`config.mk`:
```
export PLATFORM = sky130hd
export DESIGN_NAME = pipe_stage_reg
export DESIGN_NICKNAME = d
export VERILOG_FILES = /design/src/rtl/pipe_pkg.sv /design/src/rtl/pipe_stage_entry.sv /design/src/rtl/pipe_stage_reg.sv
export SDC_FILE = /design/constraint.sdc
export NUM_CORES = 1
export LEC_CHECK = 0
export ABC_AREA = 1
export CORE_ASPECT_RATIO = 1.1
export CORE_MARGIN = 10
export CORE_UTILIZATION = 35
export DETAILED_ROUTE_END_ITERATION = 10
export PLACE_DENSITY = 0.67
export SYNTH_ARGS = -nofsm -noshare
export SYNTH_HDL_FRONTEND = slang
export SYNTH_SLANG_ARGS = --single-unit
```
`constraint.sdc`:
```
create_clock -name clock -period 1.65 [get_ports clock]
set_clock_uncertainty 0.2 [all_clocks]
set_input_delay 0.33 -clock clock [delete_from_list [all_inputs] [get_ports clock]]
set_output_delay 0.33 -clock clock [all_outputs]
set_load 0.02 [all_outputs]
```
`src/rtl/pipe_pkg.sv`:
```
// Shared types and defaults for the pipeline stage register.
// The occupancy encoding equals the number of held entries.
package pipe_pkg;

   localparam int DEF_CTRL_W = 16;
   localparam int DEF_DATA_W = 64;

   typedef enum logic [1:0] {
      EMPTY = 2'd0,
      ONE   = 2'd1,
      FULL  = 2'd2
   } occ_state_t;

endpackage : pipe_pkg

```
`src/rtl/pipe_stage_entry.sv`:
```
// One ctrl+data storage slot of the pipeline stage.
// The slot loads on i_load and clears only on reset.
module pipe_stage_entry
   import pipe_pkg::*;
#(
   parameter int CTRL_W = DEF_CTRL_W,
   parameter int DATA_W = DEF_DATA_W
) (
   input  logic              clock,
   input  logic              reset,
   input  logic              i_load,
   input  logic [CTRL_W-1:0] i_ctrl,
   input  logic [DATA_W-1:0] i_data,
   output logic [CTRL_W-1:0] o_ctrl,
   output logic [DATA_W-1:0] o_data
);

   logic [CTRL_W-1:0] r_ctrl;
   logic [DATA_W-1:0] r_data;

   always_ff @(posedge clock) begin
      if (reset) begin
         r_ctrl <= '0;
         r_data <= '0;
      end else if (i_load) begin
         r_ctrl <= i_ctrl;
         r_data <= i_data;
      end
   end

   assign o_ctrl = r_ctrl;
   assign o_data = r_data;

endmodule : pipe_stage_entry

```
`src/rtl/pipe_stage_reg.sv`:
```
// Valid/ready pipeline stage: single register by default, or a 2-entry
// skid buffer with registered up_ready when PIPE_STAGE_SKID_EN is defined.
module pipe_stage_reg
   import pipe_pkg::*;
#(
   parameter int                CTRL_W   = DEF_CTRL_W,
   parameter int                DATA_W   = DEF_DATA_W,
   parameter logic [CTRL_W-1:0] CLR_MASK = {CTRL_W{1'b1}}
) (
   input  logic              clock,
   input  logic              reset,
   input  logic              flush,
   input  logic              up_valid,
   output logic              up_ready,
   input  logic [CTRL_W-1:0] up_ctrl,
   input  logic [DATA_W-1:0] up_data,
   output logic              down_valid,
   input  logic              down_ready,
   output logic [CTRL_W-1:0] down_ctrl,
   output logic [DATA_W-1:0] down_data,
   output logic [1:0]        occ
);

`ifdef PIPE_STAGE_SKID_EN
   localparam int NUM_ENT = 2;
`else
   localparam int NUM_ENT = 1;
`endif

   occ_state_t r_state;
   occ_state_t w_state_next;

   logic [NUM_ENT-1:0] w_load;
   logic [CTRL_W-1:0]  w_ld_ctrl  [NUM_ENT];
   logic [DATA_W-1:0]  w_ld_data  [NUM_ENT];
   logic [CTRL_W-1:0]  w_ent_ctrl [NUM_ENT];
   logic [DATA_W-1:0]  w_ent_data [NUM_ENT];

   logic w_down_valid;
   logic w_up_ready;
   logic w_accept;
   logic w_deliver;

   assign w_down_valid = (r_state != EMPTY);

`ifdef PIPE_STAGE_SKID_EN
   // Depends only on stored occupancy, so no path from down_ready.
   assign w_up_ready = !reset && (r_state != FULL);
`else
   assign w_up_ready = !reset && (!w_down_valid || down_ready);
`endif

   assign w_accept  = up_valid && w_up_ready;
   assign w_deliver = w_down_valid && down_ready;

   always_comb begin
      w_state_next = r_state;
      w_load       = '0;
      for (int i = 0; i < NUM_ENT; i++) begin
         w_ld_ctrl[i] = up_ctrl;
         w_ld_data[i] = up_data;
      end
      // Flush drops the incoming beat and leaves stored values in place.
      if (flush) begin
         w_state_next = EMPTY;
      end else begin
         case (r_state)
            EMPTY: begin
               if (w_accept) begin
                  w_load[0]    = 1'b1;
                  w_state_next = ONE;
               end
            end
            ONE: begin
`ifdef PIPE_STAGE_SKID_EN
               if (w_accept && w_deliver) begin
                  w_load[0] = 1'b1;
               end else if (w_accept) begin
                  w_load[1]    = 1'b1;
                  w_state_next = FULL;
               end else if (w_deliver) begin
                  w_state_next = EMPTY;
               end
`else
               if (w_accept) begin
                  w_load[0] = 1'b1;
               end else if (w_deliver) begin
                  w_state_next = EMPTY;
               end
`endif
            end
`ifdef PIPE_STAGE_SKID_EN
            FULL: begin
               // Skid slot moves to head; up_ready is low so nothing enters.
               if (w_deliver) begin
                  w_load[0]    = 1'b1;
                  w_ld_ctrl[0] = w_ent_ctrl[1];
                  w_ld_data[0] = w_ent_data[1];
                  w_state_next = ONE;
               end
            end
`endif
            default: w_state_next = EMPTY;
         endcase
      end
   end

   always_ff @(posedge clock) begin
      if (reset) begin
         r_state <= EMPTY;
      end else begin
         r_state <= w_state_next;
      end
   end

   generate
      for (genvar gi = 0; gi < NUM_ENT; gi++) begin : g_entry
         pipe_stage_entry #(
            .CTRL_W (CTRL_W),
            .DATA_W (DATA_W)
         ) u_entry (
            .clock  (clock),
            .reset  (reset),
            .i_load (w_load[gi]),
            .i_ctrl (w_ld_ctrl[gi]),
            .i_data (w_ld_data[gi]),
            .o_ctrl (w_ent_ctrl[gi]),
            .o_data (w_ent_data[gi])
         );
      end
   endgenerate

   assign up_ready   = w_up_ready;
   assign down_valid = w_down_valid;
   assign down_ctrl  = w_down_valid ? w_ent_ctrl[0] : (w_ent_ctrl[0] & ~CLR_MASK);
   assign down_data  = w_ent_data[0];
   assign occ        = r_state;

endmodule : pipe_stage_reg

```
==> results of run 1 <==
## state kept, by name, indices dropped and copies added, names as in the netlist
signal,flops
g_entry.u_entry.o_ctrl,16
g_entry.u_entry.o_data,64
occ,1
## area by class of cell
| class | instances | area (um2) | area share [%] |
|---|---|---|---|
| timing repair buffer | 199 | 2150 | 31.9 |
| sequential | 81 | 1630 | 24.0 |
| multi-input combinational | 343 | 1540 | 22.8 |
| inverter | 258 | 968 | 14.3 |
| clock buffer | 10 | 239 | 3.53 |
| tap | 154 | 193 | 2.85 |
| clock inverter | 4 | 45.0 | 0.666 |
## kinds of logic (layout without fill, tap and decap cells)
logic type	Yosys count	in the layout	synth area share [%]
other	1	1	0.0871
buffers and inverters	303	471	27.3
AND/OR/NAND/NOR	340	340	34.7
flip-flops	81	81	37.7
AO/OA/AOI/OAI	2	2	0.232
## placed cells by master (no fill, tap or decap), drive strengths merged
master,Yosys,routed
inv,258,258
nand2,177,177
clkdlybuf4s50,0,81
dfxtp,81,81
nor2,81,81
nand4,80,80
dlygate4sd2,0,64
buf,39,45
clkbuf,6,17
clkinv,0,3
dlymetal6s2s,0,2
a21oi,2,2
nand3,1,1
nor3,1,1
conb,1,1
bufinv,0,1
## per-stage QoR
step	power (mW)	setup TNS (ns)
after floorplan	2.68	0
after global placement	3.20	-27.01
after detailed placement	3.21	-29.48
after CTS	5.14	-0.0270
after global routing	5.41	-0.0512
final	5.15	0
## worst min-delay path, stage by stage
cell	delay (ns)
buf_2	0.16
a21oi_1	0.13
nor3_1	0.05
## routing by layer
metal  GRT usage (%)  vias up  part of all wire (%)
met4            4.68        0                   1.1
met5               0        -                     0
met2            26.7      109                    49
li1                -     2385                     -
met1            16.4     1999                    43
met3            5.49       12                   6.9
## timing repair
action	4_1_cts	5_1_grt
gates resized for setup	148	39
buffers inserted	1	3
pin swaps	3	6
gates cloned	1	8
endpoints found under the setup margin	104	98
## power by group through the flow
stage | Clock [mW] | Sequential [mW] | Combinational [mW]
after detailed placement | 0 | 2.15 | 1.06
final | 1.97 | 2.10 | 1.08
after global routing | 2.10 | 2.12 | 1.20
after global placement | 0 | 2.15 | 1.05
after floorplan | 0 | 2.25 | 0.430
after CTS | 2.02 | 2.11 | 1.01
## worst max-delay path by stage
stage	endpoint	slack, ns	start
after floorplan	down_ctrl[7]	0.07	occ[0]
after global placement	up_ready	-0.45	down_ready
after detailed placement	up_ready	-0.45	down_ready
after CTS	down_ctrl[9]	-0.01	occ[0]
after global routing	down_ctrl[1]	-0.03	occ[0]
final	up_ready	0.04	occ[0]
==> reports/results.ini, run 1 <==
[status]
run_status = finished, final reports clean

[drt]
routed_wl_um = 14100
vias = 4505
via_per_inst = 4.29
antenna_left = 0
dr.pass1.iters = 4
route.detailed.wl_per_inst_um = 13.5
drt_iter0_markers = 221
drc = 0

[critical_path]
path_class = flop to output port
reg2reg_from = occ[0]
worst-path-stages = 3
worst-r2r-setup-slack_ns = 0.08
crit_fanout = 4
critical_path_buf_inv_count = 2
cp-start-kind = flop
cpPeakStageDelay_ns = 0.36
cp.required_ns = 1.12
worstSetupEndpointType = output port
crit_slowest_cell = dfxtp_4
worstPathArrival_ns = 1.08
cp_cell_sequence = buf_6 > a21oi_4 > buf_6
rr_worst_depth = 9
worstReg2RegEnd = g_entry[0].u_entry.o_data[45]
crit_path_frequent_cell = buf_6
critical-path-top-delay-family = flip-flops

[global_route]
grt.overflow.total = 0
antenna_found_initial = 0
first_global_vias = 4228
grtUsageTotal_pct = 15.0
grt_pass1_wl_um = 21500
grt_max_degree = 51

[placed_design]
placed_area_um2 = 6270
gp_congestion = 0.762
dpl.hpwl_um = 9180
place_ws_ns = -0.449
port_buffers = 167
placed_cells = 1022

[pwr]
clkPwrFrac_pct = 38.2
combPwrFrac_pct = 20.9
p_per_area_nw_per_um2 = 762
peakVddDrop_mv = 0.479
p_int_mw = 3.77
p_switching_mw = 1.38
seq_power_share_pct = 40.8
swShare_pct = 26.8
p_leak_nw = 3.94

[synth]
syn_nets = 812
synth_warnings = 0
synth_edf_count = 0
synth_commonest_cells = inv_1, nand2_1, dfxtp_1
synth.area.top_cells = dfxtp_1, inv_1, nand2_1
syn_inst = 727
ys_ff_latch = 81
yosysTopAreaCell = dfxtp_1
ys_seq_area_share_pct = 37.7
netlist.area_leader.share_pct = 37.7
synth_most_common_cell = inv_1
ys_types = 16
syn_area_um2 = 4310
syn_area_per_cell_um2 = 5.92
async_flop_share_pct = 0
synth_flop_cell = dfxtp_1

[sta]
timing.fmax_mhz = 620
layout_min_cycle_time_ns = 1.61
finalSetupViolations = 0
grt_setup_unrepaired = yes
worst_slack_ns = 0.0365
finalCritPeriodShare_pct = 97.8
drv_slew = 0
holdWs_ns = 0.178
final-hold-violation-count = 0

[final_layout]
utilization_pct = 56.2
instances_no_fill = 1049
nets = 977
n_antenna_cell = 0
drive_gt1_share_pct = 8.72
nFillCells = 1232
final_area_um2 = 6760
area_growth_pct = 57.1

[die]
ioPinCount = 169
die_area_um2 = 17100
dieWidth_um = 126
rows = 42
coreArea_um2 = 12000
start_util_pct = 35.8
fp.dieH_um = 136

[clock_network]
clock_path_buffers = 2
clock-root-buffer = clkbuf_16
cts_hold_buf = 0
ctsHtreeMaxLevel = 3
cts_buffers = 9
clk_latency_ns = 0.33
cts_tree = yes
clkSlewWorstSetupHoldPaths_ns = 0.06
cts_sinks = 81

[min_path]
hold_path_depth = 3
hold-path-endpoint = occ[0]
hold_path_startpoint = up_valid
hold_class = input pin to flop

[job]
maxCapViolCount = 0

(Power assumes the default switching activity.)
==> inputs of run 2 (changes only) <==
Settings changed: CORE_UTILIZATION 35 to 40, PLACE_DENSITY 0.67 to 0.77.
Clock period 1.65 ns to 1.4 ns, I/O delays scaled along.
==> run 2 against run 1 <==
The run now ends with negative setup slack left. Highest routed layer unchanged. Critical endpoint is now g_entry[0].u_entry.o_data[11]. Sequential cell count did not move. Worst setup slack lost 0.23 ns. Register-to-register slack got worse by 0.27 ns. Largest power group is now the clock network. Design area grew 8.8%. Hold slack worse by 0.048 ns. Power up 29%. Utilization grew 14 points.
==> reports/results.ini, run 2 (synthesis results as in run 1) <==
[status]
run_status = finished with violations
violations = negative setup slack

[sta]
worst_slack_ns = -0.191  ; -0.227 ns
layout_min_cycle_time_ns = 1.59
finalSetupViolations = 83  ; +83
final-hold-violation-count = 0  ; unchanged
holdWs_ns = 0.130  ; -0.0483 ns
timing.fmax_mhz = 629
grt_setup_unrepaired = yes
finalCritPeriodShare_pct = 114
drv_slew = 0  ; unchanged

[drt]
drt_iter0_markers = 314  ; +42%
route.detailed.wl_per_inst_um = 14.6  ; +8.3%
routed_wl_um = 15500  ; +9.3%
vias = 4724  ; +4.9%
antenna_left = 0  ; unchanged
via_per_inst = 4.46  ; +3.9%
dr.pass1.iters = 4  ; unchanged
drc = 0  ; unchanged

[global_route]
grt_max_degree = 54  ; +5.9%
grt_pass1_wl_um = 22400  ; +4.2%
grt.overflow.total = 0  ; unchanged
antenna_found_initial = 0  ; unchanged
first_global_vias = 4350  ; +2.9%
grtUsageTotal_pct = 17.5  ; +2.5 points

[die]
die_area_um2 = 15300  ; -11%
rows = 39  ; -7.1%
fp.dieH_um = 129  ; -5.5%
dieWidth_um = 119  ; -5.4%
ioPinCount = 169  ; unchanged
coreArea_um2 = 10400  ; -13%
start_util_pct = 41.2  ; +5.5 points

[clock_network]
ctsHtreeMaxLevel = 3  ; unchanged
cts_tree = yes
clock-root-buffer = clkbuf_16
clk_latency_ns = 0.32  ; about the same
clkSlewWorstSetupHoldPaths_ns = 0.06  ; about the same
clock_path_buffers = 2  ; unchanged
cts_buffers = 9  ; unchanged
cts_hold_buf = 0  ; unchanged
cts_sinks = 81  ; unchanged

[final_layout]
final_common_cell = inv_1
drive_gt1_share_pct = 33.3  ; +25 points
n_antenna_cell = 0  ; unchanged
area_growth_pct = 70.9
nFillCells = 882  ; -28%
nets = 996  ; +1.9%
final_cell_mix = inv_1, nand2_1, nand4_1, dfxtp_1, clkdlybuf4s50_1
largest_reg_flops = 64  ; unchanged

[placed_design]
dpl.hpwl_um = 9160  ; -0.15%
gp_congestion = 0.797  ; +4.6%
place_ws_ns = -0.590  ; -0.141 ns
port_buffers = 167  ; unchanged

[min_path]
hold_class = input pin to flop

[critical_path]
cp_cell_sequence = buf_8 > nand2_8 > nand3_4 > buf_12 > clkbuf_16 > nand2_2 > inv_1 > nor2_1
cp.required_ns = 1.44  ; +0.32 ns
crit_fanout = 7  ; +3
crit_slowest_cell = dfxtp_4
cpPeakStageDelay_ns = 0.37  ; about the same
worstSetupEndpointType = flop
worstPathArrival_ns = 1.63  ; +0.55 ns
path_class = flop to flop
cp-start-kind = flop

[pwr]
peakVddDrop_mv = 0.801  ; +67%
p_leak_nw = 4.03  ; +2.2%
p_per_area_nw_per_um2 = 904  ; +19%
power.total_mw = 6.65  ; +29%

[job]
maxCapViolCount = 0  ; unchanged

run 2: path summary, 6_finish.rpt:
check	startpoint	end	slack, ns	cells after the start
setup reg to reg	occ[0]	g_entry[0].u_entry.o_data[11]	-0.19	8
hold reg to reg	g_entry[0].u_entry.o_data[39]	g_entry[0].u_entry.o_data[39]	0.30	4
setup / recovery	occ[0]	g_entry[0].u_entry.o_data[11]	-0.19	8
hold / removal	flush	occ[0]	0.13	2
run 2: what timing repair did:
item                                   4_1_cts  5_1_grt
buffers inserted                             9        1
endpoints found under the hold margin        0        0
pin swaps                                    6       64
cloned                                       6       13
setup endpoints to repair                  163      115
gates resized for setup                    370      217
run 2: per-stage QoR:
stage / util (%) / area [um2] / std cells / setup TNS (ns)
6_report: 70.5 / 7360 / 1059 / -9.53
5_1_grt: 70.5 / 7360 / 1059 / -15.35
4_1_cts: 63.7 / 6650 / 1047 / -7.04
3_5_place_dp: 59.8 / 6240 / 1018 / -45.53
3_3_place_gp: 59.8 / 6240 / 1018 / -44.16
2_1_floorplan: - / 4310 / 727 / 0
run 2: power breakdown:
group | total, mW | leakage [nW] | internal (mW) | switching, mW
clock network | 2.67 | 0.164 | 1.75 | 0.929
registers | 2.49 | 0.663 | 2.43 | 0.0672
logic | 1.48 | 3.20 | 0.710 | 0.773
total | 6.65 | 4.03 | 4.88 | 1.77
run 2: critical path: cells and delay by family, from the launching register on:
kind	cells	cell delay, ns
flops	1	0.37
simple gates	4	0.40
buf+inv	4	0.52
run 2: per-layer routing:
layer	GRT usage, %	vias up	share of wire [%]
met5	0	-	0
met2	30.6	146	51
met1	20.4	2136	41
li1	-	2430	-
met4	3.52	0	0.96
met3	6.08	12	6.8
run 2: layout make-up:
class                   instances  area [um2]  area share, %
flip-flops and latches         81        1630           22.1
well taps                     143         179           2.43
inverters                     258         968           13.2
clock buffers                  11         233           3.16
repair buffers                218        2320           31.5
clock inverters                 5         104           1.41
multi-input cells             343        1940           26.3
